$ cat src/rtl/sobel_pkg.sv
// sobel_pkg: shared widths, types and helpers for the 3x3 Sobel stage.
//   PIX_W / GRAD_W / MAG_W : pixel, signed gradient and magnitude widths
//   pix_t, grad_t, mag_t   : the matching typedefs
//   win_t                  : 3x3 window, indexed win[row][col], row 0 = top,
//                            col 0 = oldest column
//   SAT_LIMIT              : largest value pixel_o can carry
package sobel_pkg;

    localparam int PIX_W     = 8;
    localparam int GRAD_W    = 11;
    localparam int MAG_W     = 11;
    localparam int SAT_LIMIT = 255;

    typedef logic [PIX_W-1:0]         pix_t;
    typedef logic signed [GRAD_W-1:0] grad_t;
    typedef logic [MAG_W-1:0]         mag_t;
    typedef pix_t [2:0][2:0]          win_t;

    // a + 2b + c, the 1-2-1 smoothing term shared by both kernels.
    // Pixels are unsigned, so the size casts zero-extend.
    function automatic grad_t tap_sum(pix_t a, pix_t b, pix_t c);
        return grad_t'(a) + (grad_t'(b) <<< 1) + grad_t'(c);
    endfunction

    // |g| never overflows: the gradient range is -1020..1020.
    function automatic mag_t abs_grad(grad_t g);
        return g[GRAD_W-1] ? mag_t'(-g) : mag_t'(g);
    endfunction

endpackage

$ cat src/rtl/sobel_window_3x3_if.sv
// sobel_window_3x3_if: pixel stream into and out of the Sobel stage.
//   valid_i, row0_i (bottom/newest), row1_i (middle), row2_i (top)
//   pixel_o, edge_o, pixel_valid_o, frame_done_o
// Handshake: valid-only, no ready. A beat transfers on every rising clk edge
// where its valid is high; the receiver must always accept. pixel_o/edge_o/
// frame_done_o are meaningful only while pixel_valid_o is high.
interface sobel_window_3x3_if;
    import sobel_pkg::*;

    logic valid_i;
    pix_t row0_i;
    pix_t row1_i;
    pix_t row2_i;
    pix_t pixel_o;
    logic edge_o;
    logic pixel_valid_o;
    logic frame_done_o;

    modport master (
        output valid_i, row0_i, row1_i, row2_i,
        input  pixel_o, edge_o, pixel_valid_o, frame_done_o
    );

    modport slave (
        input  valid_i, row0_i, row1_i, row2_i,
        output pixel_o, edge_o, pixel_valid_o, frame_done_o
    );

endinterface

$ cat src/rtl/sobel_gradient.sv
// sobel_gradient: E1/E2 datapath of the Sobel stage.
//   clk, rst          : clock, asynchronous active-low reset
//   win, win_valid,   : registered 3x3 window with its valid/last tag
//   win_last
//   pixel, edge_flag  : saturated |Gx|+|Gy| and pixel >= THRESHOLD
//   pix_valid,        : output qualifiers, two edges behind the window
//   pix_last
module sobel_gradient
    import sobel_pkg::*;
#(
    parameter int THRESHOLD = 100
) (
    input  logic clk,
    input  logic rst,
    input  win_t win,
    input  logic win_valid,
    input  logic win_last,
    output pix_t pixel,
    output logic edge_flag,
    output logic pix_valid,
    output logic pix_last
);

    localparam pix_t THR     = pix_t'(THRESHOLD);
    localparam mag_t SAT_MAG = mag_t'(SAT_LIMIT);

    grad_t gx_c;
    grad_t gy_c;
    grad_t gx_q;
    grad_t gy_q;
    logic  v1;
    logic  l1;
    mag_t  mag;
    pix_t  pix_sat;

    always_comb begin
        gx_c = tap_sum(win[0][2], win[1][2], win[2][2])
             - tap_sum(win[0][0], win[1][0], win[2][0]);
        gy_c = tap_sum(win[2][0], win[2][1], win[2][2])
             - tap_sum(win[0][0], win[0][1], win[0][2]);
    end

    // E1: gradients. Held when no window is presented.
    always_ff @(posedge clk or negedge rst) begin
        if (!rst) begin
            gx_q <= '0;
            gy_q <= '0;
            v1   <= 1'b0;
            l1   <= 1'b0;
        end else begin
            v1 <= win_valid;
            l1 <= win_valid & win_last;
            if (win_valid) begin
                gx_q <= gx_c;
                gy_q <= gy_c;
            end
        end
    end

    always_comb begin
        mag     = abs_grad(gx_q) + abs_grad(gy_q);
        pix_sat = (mag > SAT_MAG) ? pix_t'(SAT_LIMIT) : mag[PIX_W-1:0];
    end

    // E2: saturated magnitude and edge flag; data holds between outputs.
    always_ff @(posedge clk or negedge rst) begin
        if (!rst) begin
            pixel     <= '0;
            edge_flag <= 1'b0;
            pix_valid <= 1'b0;
            pix_last  <= 1'b0;
        end else begin
            pix_valid <= v1;
            pix_last  <= v1 & l1;
            if (v1) begin
                pixel     <= pix_sat;
                edge_flag <= (pix_sat >= THR);
            end
        end
    end

endmodule

$ cat src/rtl/sobel_window_3x3.sv
// sobel_window_3x3: sliding 3x3 window over three aligned line-buffer taps,
// Sobel gradient magnitude and edge flag.
//   clk, rst : clock, asynchronous active-low reset
//   bus      : slave side of sobel_window_3x3_if (taps in, pixel/edge out)
// The window shifts one column per accepted beat. Columns 0 and 1 of each row
// only prime the window, so every output window lies inside a single row.
module sobel_window_3x3
    import sobel_pkg::*;
#(
    parameter int IMG_WIDTH  = 640,
    parameter int IMG_HEIGHT = 480,
    parameter int THRESHOLD  = 100
) (
    input logic               clk,
    input logic               rst,
    sobel_window_3x3_if.slave bus
);

    localparam int CW = $clog2(IMG_WIDTH);
    localparam int RW = (IMG_HEIGHT > 3) ? $clog2(IMG_HEIGHT - 2) : 1;

    localparam logic [CW-1:0] COL_LAST      = CW'(IMG_WIDTH - 1);
    localparam logic [RW-1:0] ROW_LAST      = RW'(IMG_HEIGHT - 3);
    localparam logic [CW-1:0] COL_FIRST_OUT = CW'(2);

    logic [CW-1:0] col_cnt;
    logic [RW-1:0] row_cnt;
    win_t          win;
    logic          win_valid;
    logic          win_last;

    pix_t pixel;
    logic edge_flag;
    logic pix_valid;
    logic pix_last;

    // E0: window load plus the valid/last tag for the window it produces.
    always_ff @(posedge clk or negedge rst) begin
        if (!rst) begin
            col_cnt   <= '0;
            row_cnt   <= '0;
            win       <= '0;
            win_valid <= 1'b0;
            win_last  <= 1'b0;
        end else begin
            win_valid <= bus.valid_i && (col_cnt >= COL_FIRST_OUT);
            win_last  <= bus.valid_i && (col_cnt == COL_LAST)
                                     && (row_cnt == ROW_LAST);
            if (bus.valid_i) begin
                for (int r = 0; r < 3; r++) begin
                    win[r][0] <= win[r][1];
                    win[r][1] <= win[r][2];
                end
                win[0][2] <= bus.row2_i;
                win[1][2] <= bus.row1_i;
                win[2][2] <= bus.row0_i;

                if (col_cnt == COL_LAST) begin
                    col_cnt <= '0;
                    row_cnt <= (row_cnt == ROW_LAST) ? '0 : row_cnt + 1'b1;
                end else begin
                    col_cnt <= col_cnt + 1'b1;
                end
            end
        end
    end

    sobel_gradient #(
        .THRESHOLD (THRESHOLD)
    ) u_gradient (
        .clk       (clk),
        .rst       (rst),
        .win       (win),
        .win_valid (win_valid),
        .win_last  (win_last),
        .pixel     (pixel),
        .edge_flag (edge_flag),
        .pix_valid (pix_valid),
        .pix_last  (pix_last)
    );

    assign bus.pixel_o       = pixel;
    assign bus.edge_o        = edge_flag;
    assign bus.pixel_valid_o = pix_valid;
    assign bus.frame_done_o  = pix_last;

endmodule

$ cat src/flat_wrapper.sv
// flat-port wrapper written by rule: the top's interface ports become plain ports
module sobel_window_3x3_flat import sobel_pkg::*;
#(
    parameter int IMG_WIDTH  = 640,
    parameter int IMG_HEIGHT = 480,
    parameter int THRESHOLD  = 100
)
  (clk, rst, bus_valid_i, bus_row0_i, bus_row1_i, bus_row2_i, bus_pixel_o, bus_edge_o, bus_pixel_valid_o, bus_frame_done_o);
  sobel_window_3x3_if bus_i ();
  input logic clk;
  input logic rst;
  input wire logic [$bits(bus_i.valid_i)-1:0] bus_valid_i;
  input wire logic [$bits(bus_i.row0_i)-1:0] bus_row0_i;
  input wire logic [$bits(bus_i.row1_i)-1:0] bus_row1_i;
  input wire logic [$bits(bus_i.row2_i)-1:0] bus_row2_i;
  output wire logic [$bits(bus_i.pixel_o)-1:0] bus_pixel_o;
  output wire logic [$bits(bus_i.edge_o)-1:0] bus_edge_o;
  output wire logic [$bits(bus_i.pixel_valid_o)-1:0] bus_pixel_valid_o;
  output wire logic [$bits(bus_i.frame_done_o)-1:0] bus_frame_done_o;
  assign bus_i.valid_i = bus_valid_i;
  assign bus_i.row0_i = bus_row0_i;
  assign bus_i.row1_i = bus_row1_i;
  assign bus_i.row2_i = bus_row2_i;
  assign bus_pixel_o = bus_i.pixel_o;
  assign bus_edge_o = bus_i.edge_o;
  assign bus_pixel_valid_o = bus_i.pixel_valid_o;
  assign bus_frame_done_o = bus_i.frame_done_o;
  sobel_window_3x3 #(.IMG_WIDTH(IMG_WIDTH), .IMG_HEIGHT(IMG_HEIGHT), .THRESHOLD(THRESHOLD)) u_core (.clk(clk), .rst(rst), .bus(bus_i));
endmodule
$ cat config.mk
export PLATFORM = sky130hd
export DESIGN_NAME = sobel_window_3x3_flat
export DESIGN_NICKNAME = d
export VERILOG_FILES = /design/src/rtl/sobel_pkg.sv /design/src/rtl/sobel_window_3x3_if.sv /design/src/rtl/sobel_gradient.sv /design/src/rtl/sobel_window_3x3.sv /design/src/flat_wrapper.sv
export SDC_FILE = /design/constraint.sdc
export NUM_CORES = 1
export LEC_CHECK = 0
export ABC_AREA = 1
export CORE_UTILIZATION = 34
export CTS_CLUSTER_SIZE = 10
export DETAILED_ROUTE_END_ITERATION = 6
export GPL_TIMING_DRIVEN = 0
export HOLD_SLACK_MARGIN = 0.1
export PLACE_DENSITY_LB_ADDON = 0.15
export SLEW_MARGIN = 0
export SYNTH_ARGS = -nofsm -noshare
export SYNTH_HDL_FRONTEND = slang
export SYNTH_SLANG_ARGS = --single-unit
$ cat constraint.sdc
create_clock -name clk -period 4.2 [get_ports clk]
set_input_delay 1.26 -clock clk [delete_from_list [all_inputs] [get_ports clk]]
set_output_delay 1.26 -clock clk [all_outputs]
set_load 0.05 [all_outputs]
==> results.ini, run 1 <==
[timing]
slew_violations=0
setup_viol=0
slew_headroom_pct=53.88
timing.final.hold_violations=0
worst_slew_pin_slew_ps=691.8
fin_crit_ps=3649
finalCritPeriodShare_pct=86.88
fin_skew_ps=9.721
fmax_mhz=274.0
fin_ws_ps=550.8
rsz0062_at_grt=no

[setup_path]
cpPeakStageDelay_ps=570
timing.rr.end=u_core.u_gradient.gy_q[7]
cp_top_family=adder cells
cp_cell_sequence=inv_1 -> fa_1 -> fa_1 -> fa_1 -> inv_1 -> fa_1 -> inv_1 -> nand3_1 -> nand2_1 -> nand2_1 -> nand2_1 -> a21oi_1 -> or2_2 -> nand3_1 -> o21ai_0
r2r_cells=15
critPathRequiredTime_ps=4480
crit_end=u_core.u_gradient.gy_q[7]
crit_path_end_kind=register
crit_buf_inv=3
crit_top_cell=fa_1
critical_path_arrival_ps=3930
path_max_fanout=3
regToRegStartpoint=u_core.win[18]
path_class=register to register
critPathLaunch=u_core.win[18]
crit_slowest_cell=fa_1
reg2reg_slack_ps=550
start_kind=register
cp_num_cells=15

[floorplanning]
core_area_sq_um=23470
dieArea_sq_um=24560
io_pins=38
die_x_um=156.7
chipHeight_um=156.7
fp-row-count=56
start_util_pct=34.68

[placement]
gp_congestion=0.7911
placed_area_sq_um=8939
dp_hpwl_um=14430
dp.cells=1292
port_buffers=37
pre_cts_ws_ps=516.3

[finish]
n_antenna_cell=0
syn2layout_area_growth_pct=16.78
final_cell_area_sq_um=9507
nNetsFinal=1122
drive_above_1_share_pct=6.368
layout.cells.non_filler=1324

[clock_network]
clockRootBuffer=clkbuf_16
cts_buffer_depth=2
cts_hold_buf=0
htree_levels=4
post_cts_resize_count=0
cts_buffers=17
clock-sinks=128
post_cts_buffers=0
cts.clk_slew.worst_paths_ps=60
clk_latency_ps=420
cts_tree=built

[yosys]
syn_area_per_cell_sq_um=8.706
synthFlopType=dfrtp_1
async_reset_ff_share_pct=100.0
syn_inst=935
synth-seq-area-share_pct=39.35
synth-edff-count=0
yosysWarnings=0
syn-cell-area_sq_um=8140
yosys_register_bits=128
synth_fp_nets=1065
synth_cell_types=33

[drt]
vias_per_cell=4.510
ant_nets=0
drc=0
via_count=5971
wire_per_inst_um=14.13
drt_wl_total_um=18710
firstDrtPassIters=5
drt_iter0_markers=322

[grt]
grt_max_degree=90
grt.overflow.total=0
antenna_found_initial=0
grt_pass1_wl_um=31840
grt_pass1_vias=6237
track_usage_pct=16.93

[power]
ir_worst_vdd_uv=286.9
power.density_nw_per_um2=853.5
power_leakage_nw=4.622

[worst_hold_path]
hp-class=register to register

[status]
status=finished, final reports clean

[run]
drv_cap=0

-- state kept, by name (all words and copies together) (netlist names) --
name / flops
u_core.col_cnt: 10
u_core.row_cnt: 9
u_core.u_gradient.edge_flag: 1
u_core.u_gradient.gx_q: 11
u_core.u_gradient.gy_q: 11
u_core.u_gradient.l1: 1
u_core.u_gradient.pix_last: 1
u_core.u_gradient.pix_valid: 1
u_core.u_gradient.pixel: 8
u_core.u_gradient.v1: 1
u_core.win: 72
u_core.win_last: 1
u_core.win_valid: 1
-- cell usage in the layout, fill, tap and decap left out, types with 2 or more instances in the layout --
cell / synthesis / layout
dfrtp_1: 128 / 128
buf_6: 1 / 2
fa_1: 63 / 63
nor4_1: 3 / 3
nand2_2: 3 / 3
nand3_1: 26 / 26
nor3_4: 2 / 2
clkbuf_1: 20 / 20
clkdlybuf4s50_1: 0 / 36
nor2_2: 2 / 2
clkinv_2: 0 / 3
nor2_1: 47 / 47
clkbuf_16: 0 / 17
clkinvlp_4: 0 / 3
buf_2: 3 / 3
or2_2: 4 / 4
ha_1: 40 / 40
inv_2: 8 / 8
nor2_4: 2 / 2
inv_1: 136 / 136
o211ai_1: 2 / 2
nand3b_1: 3 / 3
xnor2_1: 6 / 6
nor3_2: 3 / 3
o311ai_0: 2 / 2
a31oi_1: 7 / 7
nand4_1: 4 / 4
o22ai_1: 9 / 9
inv_6: 0 / 6
nor3_1: 5 / 5
a21oi_1: 40 / 40
o21ai_0: 67 / 67
nand2_1: 269 / 269
xor2_1: 25 / 25
o21ai_1: 2 / 2
-- stage by stage --
stage               utilization, %  total power, mW  TNS (ps)  hold WS [ps]
floorplan                        -            5.556         0         351.9
CTS                          40.50            8.240         0         418.7
finish                       40.50            8.113         0         415.5
global route                 40.50            9.086         0         428.7
global placement             37.96            6.693   -480150         401.1
detailed placement           38.08            6.733         0         403.8
-- metal layers --
| layer | global-route usage, % | part of all wire, % |
|---|---|---|
| met1 | 23.17 | 49 |
| met2 | 27.34 | 46 |
| met3 | 3.074 | 2.9 |
| met4 | 4.669 | 1.3 |
| met5 | 0 | 0 |
-- area by class of cell --
| cell class | instances | area [sq um] |
|---|---|---|
| fill | 2385 | 13970 |
| multi-input combinational | 639 | 4295 |
| sequential | 128 | 3203 |
| inverter | 144 | 540.5 |
| clock buffer | 18 | 439.2 |
| timing repair buffer | 38 | 399.1 |
| tap | 319 | 399.1 |
| clock inverter | 14 | 128.9 |
| buffer | 24 | 101.3 |
-- worst min-delay path by stage --
stage                           from                   end  cells after the start
finish              u_core.win_valid  u_core.u_gradient.v1                      0
global route        u_core.win_valid  u_core.u_gradient.v1                      0
CTS                 u_core.win_valid  u_core.u_gradient.v1                      0
detailed placement  u_core.win_valid  u_core.u_gradient.v1                      0
global placement    u_core.win_valid  u_core.u_gradient.v1                      0
floorplan           u_core.win_valid  u_core.u_gradient.v1                      0
-- logic make-up after synthesis --
group	after synthesis	synth area share [%]
flip-flops	128	39.35
adder cells (fa/ha/maj)	103	21.64
AO/OA/AOI/OAI	130	8.438
XOR/XNOR	31	3.335
buffers and inverters	168	7.885
AND/OR/NAND/NOR	375	19.35
-- power breakdown --
| group | total (mW) | switching [mW] | internal [mW] |
|---|---|---|---|
| Clock | 1.45 | 0.613 | 0.839 |
| Combinational | 4.99 | 3.04 | 1.95 |
| Sequential | 1.67 | 0.183 | 1.49 |
| Total | 8.11 | 3.84 | 4.28 |
-- synthesized netlist by cell type, types with 7 or more instances --
| cell type | n | area (sq um) |
|---|---|---|
| dfrtp_1 | 128 | 3203 |
| a21oi_1 | 40 | 200.2 |
| a31oi_1 | 7 | 43.79 |
| ha_1 | 40 | 500.5 |
| inv_2 | 8 | 30.03 |
| xor2_1 | 25 | 219.0 |
| inv_1 | 136 | 510.5 |
| o21ai_0 | 67 | 335.3 |
| o22ai_1 | 9 | 56.30 |
| fa_1 | 63 | 1261 |
| clkbuf_1 | 20 | 75.07 |
| nor2_1 | 47 | 176.4 |
| nand3_1 | 26 | 130.1 |
| nand2_1 | 269 | 1010 |
(Power assumes the default switching activity.)
==> run 2: changes to the inputs <==
MAX_ROUTING_LAYER = met4   (was not set)
==> run 2 against run 1 <==
Routed wire length about the same. Critical path depth unchanged. Largest cell class unchanged. Highest routed layer unchanged. Sequential power barely moved. Die area unchanged. Power is essentially flat. Sequential cell count did not move. Hold slack gained 1.2 ps. Clock power about the same. Via count shrank 0.17%. Count of clock-buffer cells in the layout unchanged.
==> results.ini, run 2 (synthesized netlist as in run 1, its figures left out) <==
[timing]
rsz0062_at_grt=no
fin_skew_ps=11.07
fmax_mhz=274.7
hold_ws_ps=416.7
slew_headroom_pct=53.75
tns_ps=0
slew_violations=0
setup_viol=0
fin_ws_ps=559.3
worst_slew_pin_slew_ps=693.7
fin_crit_ps=3641
timing.final.hold_violations=0
finalCritPeriodShare_pct=86.68

[clock_network]
cts.clk_slew.worst_paths_ps=60
post_cts_buffers=0
htree_levels=4
clock-sinks=128
cts_tree=built
post_cts_resize_count=0
clockRootBuffer=clkbuf_16
cts_hold_buf=0
clk_latency_ps=420
cts_buffer_depth=2
cts_buffers=17

[grt]
track_usage_pct=17.44
grt_pass1_vias=6222
antenna_found_initial=0
grt_max_degree=90
grt.overflow.total=0
grt_pass1_wl_um=31850

[setup_path]
start_kind=register
path_max_fanout=3
crit_path_end_kind=register
r2r_cells=15
path_class=register to register
critical_path_arrival_ps=3920
critPathRequiredTime_ps=4480

[floorplanning]
core_area_sq_um=23470
fp-row-count=56
chipHeight_um=156.7
start_util_pct=34.68
die_x_um=156.7
dieArea_sq_um=24560
io_pins=38

[finish]
final_common_cell=nand2_1
regMostFlops=u_core.win
drive_above_1_share_pct=6.368
nNetsFinal=1122
syn2layout_area_growth_pct=16.78
final_cell_mix=nand2_1, inv_1, dfrtp_1, o21ai_0, fa_1
largest_reg_flops=72
biggestRegsByFlops=u_core.win x72, u_core.u_gradient.gx_q x11, u_core.u_gradient.gy_q x11
n_antenna_cell=0
fin_util_pct=40.50

[drt]
via_count=5961
wl_met1_um=9296
routed.top_layer=met4
drc=0
wire_per_inst_um=14.13
ant_nets=0
drt_iter0_markers=315
vias_per_cell=4.502
wl_met2_um=8635
firstDrtPassIters=4
drt_wl_total_um=18710
dr_wl_met3_um=527

[worst_hold_path]
hold_depth=0
hp-class=register to register

[power]
total_power_mw=8.113
power_leakage_nw=4.622
power.density_nw_per_um2=853.4
ir_worst_vdd_uv=293.6

[placement]
pre_cts_ws_ps=516.3
gp_congestion=0.8022
port_buffers=37
dp_hpwl_um=14430

[status]
status=finished, final reports clean

[run]
drv_cap=0

[run 2: cell counts in the layout (fill, tap and decap cells not counted)]
No cell type changed its count.
[run 2: metal layers]
| metal | vias to the layer above | global-route usage (%) |
|---|---|---|
| met2 | 80 | 27.34 |
| met3 | 14 | 3.074 |
| met1 | 2831 | 23.18 |
| met5 | - | - |
| li1 | 3036 | - |
| met4 | 0 | 4.669 |
[run 2: path summary, 6_finish.rpt]
check / from / endpoint / slack [ps]
max: u_core.win[18] / u_core.u_gradient.gy_q[7] / 560
min: u_core.win_valid / u_core.u_gradient.v1 / 420
max reg2reg: u_core.win[18] / u_core.u_gradient.gy_q[7] / 560
min reg2reg: u_core.win_valid / u_core.u_gradient.v1 / 420
max in group asynchronous: rst / u_core.win[50] / 2660
min in group asynchronous: rst / u_core.u_gradient.pixel[6] / 750
[run 2: worst max-delay path, stage by stage (launching register included)]
cell and delay [ps]:
dfrtp_1 410, inv_1 90, fa_1 490, fa_1 520, fa_1 570, inv_1 60
fa_1 410, inv_1 90, nand3_1 70, nand2_1 130, nand2_1 80, nand2_1 60
a21oi_1 70, or2_2 270, nand3_1 80, o21ai_0 90
[run 2: where the power goes]
group | internal, mW | switching, mW | total [mW]
logic | 1.95 | 3.04 | 4.99
clock network | 0.838 | 0.612 | 1.45
registers | 1.49 | 0.184 | 1.67
[run 2: layout make-up]
type | instances | area (sq um)
Tap cell | 319 | 399.1
Fill cell | 2385 | 13970
Multi-Input combinational cell | 639 | 4295
Clock inverter | 14 | 128.9
Timing Repair Buffer | 38 | 399.1
Sequential cell | 128 | 3203
Clock buffer | 18 | 439.2
Inverter | 144 | 540.5
Buffer | 24 | 101.3
[run 2: through the flow]
step	instances	cell area [sq um]
global route	1324	9507
floorplan	935	8140
global placement	1291	8910
CTS	1324	9507
detailed placement	1292	8939
finish	1324	9507
==> run 3: changes to the inputs <==
ABC_AREA = not set   (was 1)
==> run 3 against run 2 <==
Core utilization increased by 0.12 points. Maximum frequency decreased by 7.7%. Sequential power increased by 5%. Cell count decreased by 18%. Register-to-register slack got worse by 300 ps. Routed wire length decreased by 9.3%. First-iteration DRC count decreased by 3.8%. Critical path type unchanged.
==> results.ini, run 3 <==
[status]
status=finished, final reports clean

[timing]
slew_violations=0
worst_slew_pin_slew_ps=872.0
timing.final.hold_violations=0
hold_ws_ps=377.9
finalCritPeriodShare_pct=93.92
slew_headroom_pct=41.87
fin_crit_ps=3945
rsz0062_at_grt=no
fmax_mhz=253.5
fin_skew_ps=10.38
setup_viol=0

[grt]
grt_pass1_wl_um=29120
grt_max_degree=85
track_usage_pct=16.22
antenna_found_initial=0
grt.overflow.total=0
grt_pass1_vias=5606

[floorplanning]
fp-row-count=55
io_pins=38
die_x_um=154.4
core_area_sq_um=22710
start_util_pct=34.76
dieArea_sq_um=23830
chipHeight_um=154.4

[finish]
fillers=2180
final_common_cell=dfrtp_1
final_cell_mix=dfrtp_1, inv_1, nand2_1, o21ai_0, fa_1
final_cell_area_sq_um=9224
nNetsFinal=919
drive_above_1_share_pct=11.10
regMostFlops=u_core.win
n_antenna_cell=0
syn2layout_area_growth_pct=16.85
largest_reg_flops=72
biggestRegsByFlops=u_core.win x72, u_core.u_gradient.gx_q x11, u_core.u_gradient.gy_q x11
multi_input_area_sq_um=4293
regArea_sq_um=3203

[clock_network]
clock-sinks=128
cts_hold_buf=0
htree_levels=4
clk_latency_ps=420
cts_tree=built
cts.clk_slew.worst_paths_ps=60
cts_buffer_depth=2
cts_buffers=17
clockRootBuffer=clkbuf_16

[yosys]
synth_top_area_share_pct=40.58
yosysWarnings=0
synth_fp_nets=863
synthFlopType=dfrtp_1
synth-seq-area-share_pct=40.58
synth_top_cell_by_area=dfrtp_1
async_reset_ff_share_pct=100.0
synth_cell_types=48
synth.area.top_cells=dfrtp_1, fa_1, mux2_2
syn-cell-area_sq_um=7894
syn_area_per_cell_sq_um=10.77
yosys_register_bits=128
synth.most_common_cell=dfrtp_1
syn_inst=733
synth-edff-count=0
synth_commonest_cells=dfrtp_1, inv_1, nand2_1

[power]
ir_worst_vdd_uv=356.0
power.density_nw_per_um2=910.7
power_leakage_nw=3.983

[setup_path]
start_kind=register
crit_path_end_kind=register
path_max_fanout=3
path_class=register to register
critPathRequiredTime_ps=4480
critical_path_arrival_ps=4220

[drt]
drt_wl_total_um=16980
drt_iter0_markers=303
wire_per_inst_um=15.62
vias_per_cell=4.863
firstDrtPassIters=5
via_count=5286
drc=0
ant_nets=0

[worst_hold_path]
hp-class=register to register

[placement]
placed_area_sq_um=8640
gp_congestion=0.8470
dp_hpwl_um=12940
port_buffers=36

[run]
drv_cap=0

[run 3: changes by cell type in the layout (fill, tap and decap cells not counted), moves of 8 or more]
cell	before	now
nor2_1	47	33
nor2b_1	0	8
mux2_2	0	46
nand2_1	269	69
nand2b_1	0	8
xnor2_1	6	34
inv_1	136	83
xor2_1	25	4
o22ai_1	9	0
inv_2	8	0
a21oi_1	40	20
nand3_1	26	5
[run 3: power breakdown]
group	internal, mW	total, mW	switching, mW
clock	0.883	1.48	0.592
combinational	2.46	5.17	2.71
sequential	1.50	1.75	0.249
total	4.85	8.40	3.55
[run 3: critical path, stage by stage (launching register included)]
cell     delay [ps]
dfrtp_1         410
inv_1           130
fa_1            460
fa_1            520
fa_1            510
ha_1            310
a21o_1          160
a21oi_1         220
o21ai_1         110
a211o_1         300
a31oi_1         250
nor2_1           70
o41ai_1         340
[run 3: worst paths after layout]
kind                                            from                     endpoint  slack (ps)  depth (start not counted)
worst max-delay path                  u_core.win[18]   u_core.u_gradient.gy_q[10]         260                         12
worst min-delay path            u_core.u_gradient.v1  u_core.u_gradient.pix_valid         380                          0
worst max register to register        u_core.win[18]   u_core.u_gradient.gy_q[10]         260                         12
worst min register to register  u_core.u_gradient.v1  u_core.u_gradient.pix_valid         380                          0
max in group asynchronous                        rst               u_core.win[51]        2660                          2
min in group asynchronous                        rst  u_core.u_gradient.edge_flag         770                          1
[run 3: stage by stage]
stage	power [mW]	TNS (ps)	util [%]	instances	setup WS [ps]
2_1_floorplan	5.847	0	-	733	572.8
3_3_place_gp	6.915	-429800	37.92	1054	-3369
3_5_place_dp	6.981	0	38.04	1055	131.5
4_1_cts	8.520	0	40.62	1087	111.8
5_1_grt	9.320	0	40.62	1087	12.69
6_report	8.400	0	40.62	1087	255.2
[run 3: cell families after synthesis]
group                      Yosys count  share of synthesized area, %
AOI/OAI and AO/OA                  148                         11.14
xor gates and xnor gates            39                         4.422
adders and majority gates          103                         22.32
buffers and inverters              105                         5.041
DFF                                128                         40.58
muxes                               47                         6.689
and+or+nand+nor                    163                         9.811
[run 3: final cells by class]
type | count | area share (%)
Buffer | 22 | 0.9360
Clock buffer | 18 | 4.653
Clock inverter | 14 | 1.682
Inverter | 83 | 3.378
Multi-Input combinational cell | 500 | 46.54
Sequential cell | 128 | 34.73
Tap cell | 285 | 3.866
Timing Repair Buffer | 37 | 4.219
[run 3: timing repair]
| action | 4_1_cts | 5_1_grt |
|---|---|---|
| buffers inserted | 0 | 0 |
| resized for setup | 0 | 2 |
| setup endpoints to repair | 0 | 2 |
[run 3: metal layers]
metal,global-route usage [%],wire length [um],vias to the layer above
met2,25.17,7958,82
met3,3.222,579,15
met4,4.290,162,0
met1,21.71,8276,2612
li1,-,-,2577
met5,-,0,-
